<file path="src/rtl/mem_access_pkg.sv">
// Shared definitions for the MEM stage: opcodes, FSM encodings, bus widths and op decode helpers.
package mem_access_pkg;

   localparam int REG_BUS_W  = 32;
   localparam int REG_ADDR_W = 5;

   localparam logic [REG_BUS_W-1:0]  ZERO_WORD     = '0;
   localparam logic [REG_ADDR_W-1:0] NOP_REG_ADDR  = '0;
   localparam logic                  WRITE_ENABLE  = 1'b1;
   localparam logic                  WRITE_DISABLE = 1'b0;

   typedef enum logic [3:0] {
      MEM_NOP = 4'd0,
      MEM_LB  = 4'd1,
      MEM_LH  = 4'd2,
      MEM_LW  = 4'd3,
      MEM_LBU = 4'd4,
      MEM_LHU = 4'd5,
      MEM_SB  = 4'd6,
      MEM_SH  = 4'd7,
      MEM_SW  = 4'd8
   } mem_op_e;

   localparam logic [1:0] ST_IDLE      = 2'd0;
   localparam logic [1:0] ST_ACCESS    = 2'd1;
   localparam logic [1:0] ST_WAIT_LAST = 2'd2;
   localparam logic [1:0] ST_DONE      = 2'd3;

   function automatic logic op_is_load(input mem_op_e op);
      return (op == MEM_LB) || (op == MEM_LH) || (op == MEM_LW) ||
             (op == MEM_LBU) || (op == MEM_LHU);
   endfunction

   function automatic logic op_is_store(input mem_op_e op);
      return (op == MEM_SB) || (op == MEM_SH) || (op == MEM_SW);
   endfunction

   // Index of the final byte of the access (n-1 for n = 1, 2, 4).
   function automatic logic [1:0] op_last_idx(input mem_op_e op);
      case (op)
         MEM_LH, MEM_LHU, MEM_SH: return 2'd1;
         MEM_LW, MEM_SW:          return 2'd3;
         default:                 return 2'd0;
      endcase
   endfunction

endpackage

</file>
<file path="src/rtl/mem_access_ext.sv">
// Load result formatting: selects byte/half/word from the gathered buffer and sign/zero extends it.
module mem_ext
   import mem_access_pkg::*;
(
   input  mem_op_e              op,
   input  logic [REG_BUS_W-1:0] data_buf,
   input  logic [REG_BUS_W-1:0] pass_val,
   output logic [REG_BUS_W-1:0] ext_val
);

   always_comb begin
      ext_val = pass_val;
      case (op)
         MEM_LB:  ext_val = {{24{data_buf[7]}}, data_buf[7:0]};
         MEM_LBU: ext_val = {24'h0, data_buf[7:0]};
         MEM_LH:  ext_val = {{16{data_buf[15]}}, data_buf[15:0]};
         MEM_LHU: ext_val = {16'h0, data_buf[15:0]};
         MEM_LW:  ext_val = data_buf;
         default: ext_val = pass_val;
      endcase
   end

endmodule

</file>
<file path="src/rtl/mem_access.sv">
// MEM stage: byte-serial load/store engine holding the pipeline until the access completes.
// Optional MEM_IO_WAIT_EN adds io_buffer_full_in to hold stores to the I/O window (a[17:16]==2'b11).
module mem_access
   import mem_access_pkg::*;
#(
   parameter int ADDR_W = 32,
   parameter int RD_LAT = 1
)(
   input  logic                  clk_in,
   input  logic                  rst_n_in,
   input  logic                  rdy_in,
   input  logic                  stall_in,
   input  logic [3:0]            mem_op_in,
   input  logic [ADDR_W-1:0]     mem_addr_in,
   input  logic [REG_BUS_W-1:0]  mem_sdata_in,
   input  logic                  rd_in,
   input  logic [REG_BUS_W-1:0]  rd_val_in,
   input  logic [REG_ADDR_W-1:0] rd_addr_in,
`ifdef MEM_IO_WAIT_EN
   input  logic                  io_buffer_full_in,
`endif
   output logic                  rd_mem_out,
   output logic [REG_BUS_W-1:0]  rd_val_mem_out,
   output logic [REG_ADDR_W-1:0] rd_addr_mem_out,
   output logic                  stall_req_out,
   input  logic [7:0]            mem_din,
   output logic [7:0]            mem_dout,
   output logic [ADDR_W-1:0]     mem_a,
   output logic                  mem_wr
);

   mem_op_e              op;
   logic                 is_load;
   logic                 is_store;
   logic                 is_mem;
   logic [1:0]           last_idx;
   logic [1:0]           state;
   logic [1:0]           cnt;
   logic [1:0]           prev_cnt;
   logic [REG_BUS_W-1:0] data_buf;
   logic [REG_BUS_W-1:0] ext_val;
   logic [ADDR_W-1:0]    issue_addr;
   logic                 io_wait;
   logic                 adv;

   assign op       = mem_op_e'(mem_op_in);
   assign is_load  = op_is_load(op);
   assign is_store = op_is_store(op);
   assign is_mem   = is_load || is_store;
   assign last_idx = op_last_idx(op);
   assign prev_cnt = cnt - 2'd1;

   assign issue_addr = mem_addr_in + ADDR_W'(cnt);

`ifdef MEM_IO_WAIT_EN
   assign io_wait = (state == ST_ACCESS) && is_store &&
                    (issue_addr[17:16] == 2'b11) && io_buffer_full_in;
`else
   assign io_wait = 1'b0;
`endif

   assign adv = rdy_in && !io_wait;

   always_ff @(posedge clk_in or negedge rst_n_in) begin
      if (!rst_n_in) begin
         state    <= ST_IDLE;
         cnt      <= 2'd0;
         data_buf <= ZERO_WORD;
      end else if (adv) begin
         case (state)
            ST_IDLE: begin
               if (is_mem) begin
                  state <= ST_ACCESS;
                  cnt   <= 2'd0;
               end
            end
            ST_ACCESS: begin
               // RAM data lags its address by one cycle, so this cycle returns byte cnt-1.
               if (is_load && (cnt != 2'd0))
                  data_buf[{prev_cnt, 3'b000} +: 8] <= mem_din;
               cnt <= cnt + 2'd1;
               if (cnt == last_idx)
                  state <= is_load ? ST_WAIT_LAST : ST_DONE;
            end
            ST_WAIT_LAST: begin
               data_buf[{last_idx, 3'b000} +: 8] <= mem_din;
               state <= ST_DONE;
            end
            default: begin
               if (!stall_in)
                  state <= ST_IDLE;
            end
         endcase
      end
   end

   always_comb begin
      mem_a    = '0;
      mem_dout = 8'h00;
      mem_wr   = WRITE_DISABLE;
      case (state)
         ST_ACCESS: begin
            // While frozen, re-present the last issued address so the byte pending capture
            // is the one on mem_din in the first cycle after rdy_in returns.
            if (rdy_in || (cnt == 2'd0))
               mem_a = issue_addr;
            else
               mem_a = mem_addr_in + ADDR_W'(prev_cnt);
            if (is_store) begin
               mem_dout = mem_sdata_in[{cnt, 3'b000} +: 8];
               mem_wr   = adv ? WRITE_ENABLE : WRITE_DISABLE;
            end
         end
         ST_WAIT_LAST: begin
            mem_a = mem_addr_in + ADDR_W'(last_idx);
         end
         default: ;
      endcase
   end

   mem_ext u_ext (
      .op       (op),
      .data_buf (data_buf),
      .pass_val (rd_val_in),
      .ext_val  (ext_val)
   );

   always_comb begin
      rd_mem_out      = rd_in;
      rd_addr_mem_out = rd_addr_in;
      if (!is_mem)
         rd_val_mem_out = rd_val_in;
      else if (state == ST_DONE)
         rd_val_mem_out = ext_val;
      else
         rd_val_mem_out = ZERO_WORD;
      stall_req_out = is_mem && (state != ST_DONE);
   end

   a_rd_lat: assert property (@(posedge clk_in) RD_LAT == 1);

   // ex_mem must hold the instruction steady for the whole access.
   a_op_stable: assert property (@(posedge clk_in) disable iff (!rst_n_in)
                                 (state != ST_IDLE) |-> $stable(mem_op_in));

endmodule

</file>
<file path="config.mk">
export PLATFORM = sky130hd
export DESIGN_NAME = mem_access
export DESIGN_NICKNAME = d
export VERILOG_FILES = /design/src/rtl/mem_access_pkg.sv /design/src/rtl/mem_access_ext.sv /design/src/rtl/mem_access.sv
export SDC_FILE = /design/constraint.sdc
export NUM_CORES = 1
export LEC_CHECK = 0
export ABC_CLOCK_PERIOD_IN_PS = 6720
export BUFFER_PORTS_ARGS = -buffer_cell sky130_fd_sc_hd__buf_2
export CAP_MARGIN = 20
export CORE_MARGIN = 2
export CORE_UTILIZATION = 30
export DETAILED_ROUTE_END_ITERATION = 8
export GPL_ROUTABILITY_DRIVEN = 0
export PLACE_DENSITY = 0.63
export REMOVE_ABC_BUFFERS = 1
export SYNTH_ARGS = -nofsm -noshare
export SYNTH_HDL_FRONTEND = slang
export SYNTH_SLANG_ARGS = --single-unit
export TNS_END_PERCENT = 10
</file>
<file path="constraint.sdc">
create_clock -name clk_in -period 6.72 [get_ports clk_in]
set_input_delay 0.336 -clock clk_in [delete_from_list [all_inputs] [get_ports clk_in]]
set_output_delay 0.336 -clock clk_in [all_outputs]
set_load 0.005 [all_outputs]
</file>
==> results of run 1 <==
[through the flow]
stage                     utilization (%)  setup slack, ns  area [um^2]  hold WS [ns]  power, uW
after detailed placement             39.3             2.25         4760         0.488       1270
after global placement               39.3             2.47         4760         0.474       1230
final                                40.6             1.97         4910         0.154       1510
after floorplan                         -             2.87         3610        0.0404        903
after global routing                 40.6             1.55         4910         0.201       1640
after CTS                            40.5             1.94         4910         0.192       1510
[worst max-delay path, delay by kind of cell, from the launching register on]
| kind | cells | cell delay (ns) |
|---|---|---|
| buf+inv | 3 | 0.46 |
| simple gates | 4 | 1.41 |
| fa+ha+maj | 3 | 0.96 |
| compound gates | 2 | 0.32 |
| xor+xnor | 1 | 0.09 |
| flops | 1 | 0.91 |
[routing by layer]
| metal | routed length [um] | part of all wire (%) | vias up |
|---|---|---|---|
| met2 | 6480 | 52 | 140 |
| met4 | 226 | 1.8 | 0 |
| li1 | - | - | 2144 |
| met3 | 694 | 5.5 | 17 |
| met5 | 0 | 0 | - |
| met1 | 5140 | 41 | 2035 |
[area by class of cell]
type                            count  area (um^2)  share of cell area (%)
Clock buffer                        7          153                    3.11
Inverter                           49          184                    3.74
Multi-Input combinational cell    403         2520                    51.3
Sequential cell                    36          901                    18.3
Tap cell                          168          210                    4.28
Timing Repair Buffer              188          946                    19.2
[cell usage in the layout (no fill, tap or decap), types with 10 or more instances in the layout]
cell type    n
nand4_1     10
inv_1       47
xor2_1      10
ha_1        11
o21ai_0     61
dfrtp_1     36
buf_2      186
a21oi_1     48
or3_1       12
nand2_1     76
and3_1      11
nand3_1     24
mux2i_1     21
nor2_1      32
[logic make-up after synthesis]
group           Yosys count
xor+xnor                 18
fa+ha+maj                12
flops                    36
buf+inv                  83
simple gates            210
mux                      29
compound gates          134
[worst paths after layout]
check,start,to
min in group clk_in,mem_din[7],data_buf[7]
min,rst_n_in,data_buf[5]
max,cnt[0],mem_a[28]
max in group asynchronous,rst_n_in,data_buf[15]
min reg2reg,data_buf[1],data_buf[1]
max reg2reg,cnt[0],data_buf[27]
[sequential cells by signal, summed over array words and instances, names as in the netlist]
name      flops
state         2
cnt           2
data_buf     32
[report_power, final]
part,internal (uW),switching (uW)
combinational,373,507
sequential,300,85.5
clock,156,87.2
==> impl_results.md, run 1 <==
* Clock latency on the worst-skew pair at 0.28 ns
* Final Max Tran Viols at 0
* Cell accounting for the most synthesized area: dfrtp_1
* Placed Cells at between 800 and 900
* VDD IR max at between 0.1 and 0.15 mV
* Pin count of the biggest net entering global routing at 37
* Final std cells w/o fill at about 850
* CP max stage cell: dfrtp_1
* Startpoint types: flip-flop
* # port buffers at between 150 and 200
* GRT Util Overall at between 10% and 20%
* Routed Antenna Nets at 0
* 1st-pass router iterations at 4
* Root buffer cell: clkbuf_16
* Initial DRC count at ~150
* Post-synthesis compound-gate area fraction at between 20% and 30%
* Reg2Reg Depth at 7
* H-tree Lvls at 2
* GR Util met1 at between 20% and 30%
* Multiplexer share of the synthesized area at between 10% and 20%
* Final period util at 70.8%
* Initial antenna violation count at 0
* Grt peak-use layer: met2
* Filler cells at approximately 1,300
* CTS tree: done
* Post-DP HPWL at approximately 9800 um
* Post-cts hold buffer count at 0
* Core area at between 10,000 and 15,000 um^2
* Peak Freq at 0.210 GHz
* Final net count at between 800 and 900
* Number of synthesized flops with an enable pin at 0
* Worst EP required at approximately 6.4 ns
* Setup CP Type: flip-flop to output port
* PwrDens at 307 nW/um^2
* First-pass GRT wire length at 18,900 um
* Via count at around 4,300
* Final Hold Fails at 0
* DRC at 0
* Minimum clock period at 4.75 ns
* Hold Path Class: primary input to async pin
* Synth unique cells at 57
* CTS sink cnt at 36
* Setup_tns at 0 ns
* Chip width at 116 um
* Largest cells by area after synthesis: dfrtp_1 (24%), o21ai_0 (8.1%), nand2_1 (7.6%)
* Yosys top cell area share at between 20% and 30%
* Max-Cap Viols at 0
* Rel. slew slack at roughly 33%
* Post-synthesis xor/xnor area fraction at under 10%
* Syn Std Cell Area at roughly 3800 um^2
* Slew @ Worst Pin at 1.00 ns
* Async S/R FF share, synth at 100%
* Area growth from synthesis to layout at 30.6%
* Crit-path max FO at 21
* Leakage at between 0.002 and 0.0025 uW
* Max incr delay on CP at slightly above 0.9 ns
* Commonest cells post-synth: nand2_1 (76), o21ai_0 (61), a21oi_1 (48)
* Post-synthesis sequential area ratio at approximately a quarter
* Antenna Cells at 0
* #FFs+latches synth at 36
* RSZ-0062 raised after global routing: false
* Die Footprint at 13,500 um^2
* Initial core utilization at ~31%
* Post-Synth Adder-Cell Area at roughly 4.2%
* Largest family of logic cells by synthesized area: simple AND/OR/NAND/NOR gates
* Setup Buffers After CTS at 0
* Ports at 198
* Simple-Gate Fraction of Synth Area at between 20% and 30%
* Die H at around 120 um
* Mean Syn Cell Area at just over 7 um^2
* Final WL at between 10,000 and 15,000 um
* Crit end category: output port
* Layout cells sized above 1 at a little under a third
* Status: completed
* Top_reg_cell synth: dfrtp_1
* Total CTS buffers at 5
* Vias in the first global route at around 4,000
* Vias/cell at slightly above 5
* Wirelength per Cell at roughly 15 um
* Max clock buf depth at 2
* CP Cell Sequence: inv_1 -> ha_1 -> nor2_1 -> xnor2_1 -> a21oi_1 -> ha_1 -> inv_1 -> fa_1 -> nand3b_1 -> or4_1 -> or3_1 -> a21oi_1 -> buf_2
* Post-CTS sizing at 0
* Synth warn at 0
* Clock Skews at approximately 0.0059 ns
* Row count at 40
* R2r setup slk at 3.60 ns
* Gate Count Post-Synth at 522
* GR Layer Usage met2 at around a third
* Count leader, synth: nand2_1
* Final setup viols at 0
* WP data arrival at about 4.4 ns
* Clk slew on worst S/H paths at 0.06 ns
* GRT overflow at 0
* Met3 Use GR at 1.88%
(Power assumes the default switching activity.)
==> inputs of run 2 (changes only) <==
--- a/config.mk
+++ b/config.mk
@@ -5,14 +5,14 @@
 export SDC_FILE = /design/constraint.sdc
 export NUM_CORES = 1
 export LEC_CHECK = 0
-export ABC_CLOCK_PERIOD_IN_PS = 6720
+export ABC_CLOCK_PERIOD_IN_PS = 4200
 export BUFFER_PORTS_ARGS = -buffer_cell sky130_fd_sc_hd__buf_2
 export CAP_MARGIN = 20
 export CORE_MARGIN = 2
 export CORE_UTILIZATION = 30
 export DETAILED_ROUTE_END_ITERATION = 8
 export GPL_ROUTABILITY_DRIVEN = 0
-export PLACE_DENSITY = 0.63
+export PLACE_DENSITY = 0.65
 export REMOVE_ABC_BUFFERS = 1
 export SYNTH_ARGS = -nofsm -noshare
 export SYNTH_HDL_FRONTEND = slang
==> constraint.sdc (replaced) <==
create_clock -name clk_in -period 4.2 [get_ports clk_in]
set_input_delay 0.21 -clock clk_in [delete_from_list [all_inputs] [get_ports clk_in]]
set_output_delay 0.21 -clock clk_in [all_outputs]
set_load 0.005 [all_outputs]
==> run 2 against run 1 <==
Compared with the run above: first-iteration DRC count is 36% higher; wire length is 6.1% lower; worst hold slack lost 0.13 ns; combinational power up 66%; sequential share of layout area decreased by 0.28 points; count of clock-buffer cells in the layout fell by 2; via count did not move; clock power rose by 79%; global-route usage shrank 1.1 points; largest power group unchanged.
==> impl_results.md, run 2 (same netlist as run 1, synthesis figures left out) <==
* Status: completed
* Internal cell power at ~1400 uW
* Row count at 40
* # port buffers at about 190
* Commonest cells after routing, fill and taps aside: buf_2 (185), nand2_1 (76), o21ai_0 (61)
* Reg2Reg Depth at 6
* CTS tree: done
* Initial core utilization at ~31%
* Initial DRC count at 201
* Area growth from synthesis to layout at 32.7%
* Post-DP HPWL at a little over 9000 um
* Ports at between 150 and 200
* Die Footprint at 13,500 um^2
* Final core occ at 41.2%
* Sw power at 1090 uW
* Biggest regs: data_buf x32, cnt x2, state x2
* Reg2Reg Launch Point: state[1]
* Layout cells sized above 1 at between 30% and 40%
* Die H at around 120 um
* Final setup viols at 0
* Vias in the first global route at between 3,000 and 4,000
* R2r setup slk at approximately 1.5 ns
* CTS sink cnt at 36
* Chip width at about 120 um
* Worst setup margin at 0.317 ns
* Max clock buf depth at 2
* FF+latch area at 901 um^2
* DRC at 0
* Crit end category: output port
* Hold Path Class: primary input to async pin
* Peak Freq at between 0.2 and 0.3 GHz
* Switching Share at around 44%
* Setup CP Type: flip-flop to output port
* Largest register FFs at 32
* Reg-to-reg critical path endpoint: data_buf[26]
* GRT overflow at 0
* Area occupied by multi-input gates at 2530 um^2
* Placed Cells at ~850
* Post-cts hold buffer count at 0
* Via count at 4,336
* Max-Cap Viols at 0
* Wirelength per Cell at ~14 um
* Finished Cell Area at between 4000 and 5000 um^2
* Setup_tns at 0 ns
* Leakage at ~0.0024 uW
* Commonest non-fill, non-tap cell in the layout: buf_2
* Dpl cell area at 4770 um^2
* Initial antenna violation count at 0
* 1st-pass router iterations at 5
* Vias/cell at between 5 and 6
* Clk slew on worst S/H paths at approximately 0.060 ns
* Slew @ Worst Pin at 0.912 ns
* Clock latency on the worst-skew pair at between 0.2 and 0.3 ns
* Filler cells at ~1,300
* Pre-CTS WS at 0.508 ns
* Flop pwr share at between 20 and 25%
* Clock group share of total power at 17.7%
* Rel. slew slack at 38.7%
* VDD IR max at 0.219 mV
* Crit-path max FO at 10
* Root buffer cell: clkbuf_16
* Pin count of the biggest net entering global routing at 37
* First-pass GRT wire length at 17,700 um
* Minimum clock period at a little under 4 ns
* Final period util at 92.4%
* Clock Skews at between 0.01 and 0.015 ns
* H-tree Lvls at 2
* Final std cells w/o fill at between 800 and 900
* Core area at ~12,000 um^2
* Comb power frac at between 50% and 60%
* Routed Antenna Nets at 0
* WP data arrival at 3.67 ns
* Startpoint types: flip-flop
* Final WL at between 10,000 and 15,000 um
* Antenna Cells at 0
* PwrDens at 493 nW/um^2
* Total CTS buffers at 5
* GRT Util Overall at 16.3%
* Final Hold Fails at 0
* Worst EP required at about 4.0 ns
* Final Max Tran Viols at 0
* Final net count at about 820
* Register with the most flip-flops: data_buf
* RSZ-0062 raised after global routing: false
[run 2: cell types whose count changed in the layout (fill, tap and decap cells not counted), sizes merged]
cell	before	now
clkinv	1	2
buf	188	191
bufinv	0	1
clkbuf	7	6
clkinvlp	0	1
[run 2: worst max path at each step]
stage / from / endpoint / slack [ns] / cells after the start
CTS: state[0] / mem_a[28] / 0.23 / 12
floorplan: cnt[0] / mem_a[28] / 0.48 / 12
global route: state[0] / mem_a[28] / 0.04 / 12
detailed placement: mem_op_in[3] / mem_a[28] / 0.51 / 12
finish: state[0] / mem_a[28] / 0.32 / 12
global placement: mem_op_in[3] / mem_a[28] / 0.55 / 12
[run 2: cell type report]
type,instances,area share (%)
multi-input cells,403,50.6
repair buffers,192,20.1
flip-flops and latches,36,18.0
well taps,168,4.21
inverters,49,3.69
clock buffers,5,2.51
clock inverters,3,0.852
[run 2: metrics by stage]
stage | total power, uW | hold slack, ns
2_1_floorplan | 1440 | -0.0856
3_3_place_gp | 2030 | 0.357
3_5_place_dp | 2030 | 0.364
4_1_cts | 2470 | 0.0627
5_1_grt | 2690 | 0.0849
6_report | 2460 | 0.0268
[run 2: timing repair]
| item | in CTS | in global routing |
|---|---|---|
| endpoints found under the setup margin | 0 | 2 |
| gates resized for setup | 0 | 1 |
| setup buffers | 0 | 0 |
[run 2: power groups by stage]
stage                     clock (uW)  combinational, uW  sequential [uW]
after global placement             0               1470              566
after floorplan                    0                862              582
final                            434               1460              563
after CTS                        440               1470              563
after global routing             455               1650              584
after detailed placement           0               1460              569
[run 2: layer usage]
metal  wire (um)  GRT usage (%)  vias up
li1            -              -     2155
met2        5870           27.9      130
met1        5160           21.6     2037
met3         565           2.20       14
met4         164           4.29        0
met5           0              0        -
[run 2: critical path, cell delays in order, from the launching register on]
cell	delay, ns
dfrtp_1	0.43
inv_1	0.12
ha_2	0.30
nor2b_1	0.15
o21ai_0	0.16
o21ai_0	0.16
inv_1	0.09
fa_1	0.51
nand3b_1	0.26
or4_1	0.53
or3_1	0.38
a21oi_1	0.14
buf_2	0.13
==> inputs of run 3 (changes only) <==
==> constraint.sdc (replaced) <==
create_clock -name clk_in -period 4.2 [get_ports clk_in]
set_input_delay 0.84 -clock clk_in [delete_from_list [all_inputs] [get_ports clk_in]]
set_output_delay 0.84 -clock clk_in [all_outputs]
set_load 0.005 [all_outputs]
==> run 3 against run 2 <==
Compared with the run above: the run now ends with setup timing left; clock power shrank 0.9%; count of clock-buffer cells in the layout did not move; cell area increased by 2.9%; largest cell class unchanged; via count grew 0.12%; worst hold slack better by 0.49 ns; combinational power up 5%; sequential cell count unchanged; die area unchanged; sequential share of layout area fell by 0.50 points.
==> impl_results.md, run 3 (same netlist as run 1, synthesis figures left out) <==
* PwrDens at around 490 nW/um^2
* CTS sink cnt at 36
* # port buffers at between 150 and 200
* Wirelength per Cell at 13.5 um
* Status: finished, violations left
* Die Footprint at 13,500 um^2
* Layout cells sized above 1 at about 35%
* Commonest cells after routing, fill and taps aside: buf_2 (184), nand2_1 (76), o21ai_0 (59)
* Peak Freq at ~0.23 GHz
* Row count at 40
* Commonest non-fill, non-tap cell in the layout: buf_2
* Hold endpoint: data_buf[3]
* RSZ-0062 raised after global routing: true
* Worst setup margin at -0.191 ns
* VDD IR max at 0.179 mV
* Initial antenna violation count at 1
* WP data arrival at about 3.6 ns
* Failing checks: setup timing
* Via count at between 4,000 and 5,000
* Crit end category: output port
* Clock Skews at 0.00516 ns
* Final period util at 105%
* R2r setup slk at between 1 and 1.5 ns
* Filler cells at 1,307
* Final setup viols at 4
* Rel. slew slack at between 40% and 50%
* Post-cts hold buffer count at 0
* Vias/cell at approximately 5.0
* Largest register FFs at 32
* Core area at roughly 12,000 um^2
* Crit-path max FO at 8
* Ports at between 150 and 200
* Minimum clock period at ~4.4 ns
* Clk slew on worst S/H paths at roughly 0.060 ns
* Pwr Total at between 2000 and 3000 uW
* Setup CP Type: primary input to output port
* GRT Util Overall at between 10% and 20%
* H-tree Lvls at 2
* Reg-to-reg critical path endpoint: data_buf[29]
* Max clock buf depth at 2
* Biggest regs: data_buf x32, cnt x2, state x2
* Leakage at 0.00249 uW
* Initial core utilization at 31.1%
* Worst EP required at 3.36 ns
* Final Max Tran Viols at 0
* Hold Crit Start: data_buf[3]
* DRC at 0
* Hold_ws at 0.517 ns
* Setup Buffers After CTS at 0
* Reg2Reg Launch Point: state[1]
* Final Hold Fails at 0
* Slew @ Worst Pin at 0.883 ns
* Hold Path Class: flip-flop to flip-flop
* Worst hold stages at 2
* Die H at roughly 120 um
* First-pass GRT wire length at 18,000 um
* Final net count at 835
* Clock latency on the worst-skew pair at between 0.2 and 0.3 ns
* Max-Cap Viols at 0
* Vias in the first global route at about 3,800
* Register with the most flip-flops: data_buf
* Startpoint types: primary input
* Final WL at about 12,000 um
* Initial DRC count at 230
* Pin count of the biggest net entering global routing at 37
* Reg2Reg Depth at 6
* 1st-pass router iterations at 4
* CTS tree: done
* Area growth from synthesis to layout at 36.4%
* Routed Antenna Nets at 0
* Post-DP HPWL at slightly above 9000 um
* Total CTS buffers at 5
* Chip width at 116 um
* Root buffer cell: clkbuf_16
* GRT overflow at 0
[run 3: worst max-delay path by stage]
stage,from,to,depth (start not counted)
CTS,mem_op_in[0],mem_a[24],12
detailed placement,mem_op_in[0],mem_a[28],12
global placement,mem_op_in[0],mem_a[28],12
global route,mem_op_in[0],mem_a[30],12
finish,mem_op_in[0],mem_a[30],12
floorplan,mem_op_in[0],mem_a[28],10
[run 3: area by class of cell]
type	count	area, um^2	area share [%]
tap	168	210	4.09
multi-input combinational	403	2550	49.6
sequential	36	901	17.5
clock buffer	5	125	2.44
clock inverter	3	42.5	0.829
timing repair buffer	210	1120	21.8
antenna	1	2.50	0.0487
inverter	49	184	3.58
[run 3: power breakdown]
| group | switching (uW) | internal [uW] |
|---|---|---|
| Combinational | 874 | 660 |
| Clock | 151 | 279 |
| Sequential | 81.0 | 481 |
[run 3: critical path: stages]
cell and delay [ns]:
buf_6 0.09, or4b_4 0.53, o211a_1 0.17, a21oi_2 0.11, ha_2 0.19, inv_2 0.04
fa_2 0.33, nand3b_1 0.18, or4_4 0.47, or3_1 0.33, a21oi_1 0.14, buf_2 0.13
[run 3: through the flow]
stage               cells  util [%]  worst slack [ns]  instance area [um^2]  setup TNS, ns
finish                875      42.4            -0.191                  5130         -0.702
global route          875      42.4            -0.302                  5130          -1.22
CTS                   873      42.2            -0.318                  5110          -1.22
detailed placement    865      40.7            -0.424                  4920          -1.79
global placement      865      40.7            -0.398                  4920          -1.62
floorplan             488         -            -0.176                  3610         -0.590
[run 3: what timing repair did]
item,in CTS,in global routing
gates resized for setup,7,4
pin swaps,5,4
setup endpoints to repair,9,20
[run 3: layer usage]
layer | global-route usage (%) | part of all wire [%] | up-vias
li1 | - | - | 2184
met2 | 27.9 | 48 | 135
met3 | 1.83 | 5.5 | 19
met1 | 22.0 | 44 | 2003
met5 | 0 | 0 | -
met4 | 5.24 | 2.2 | 0
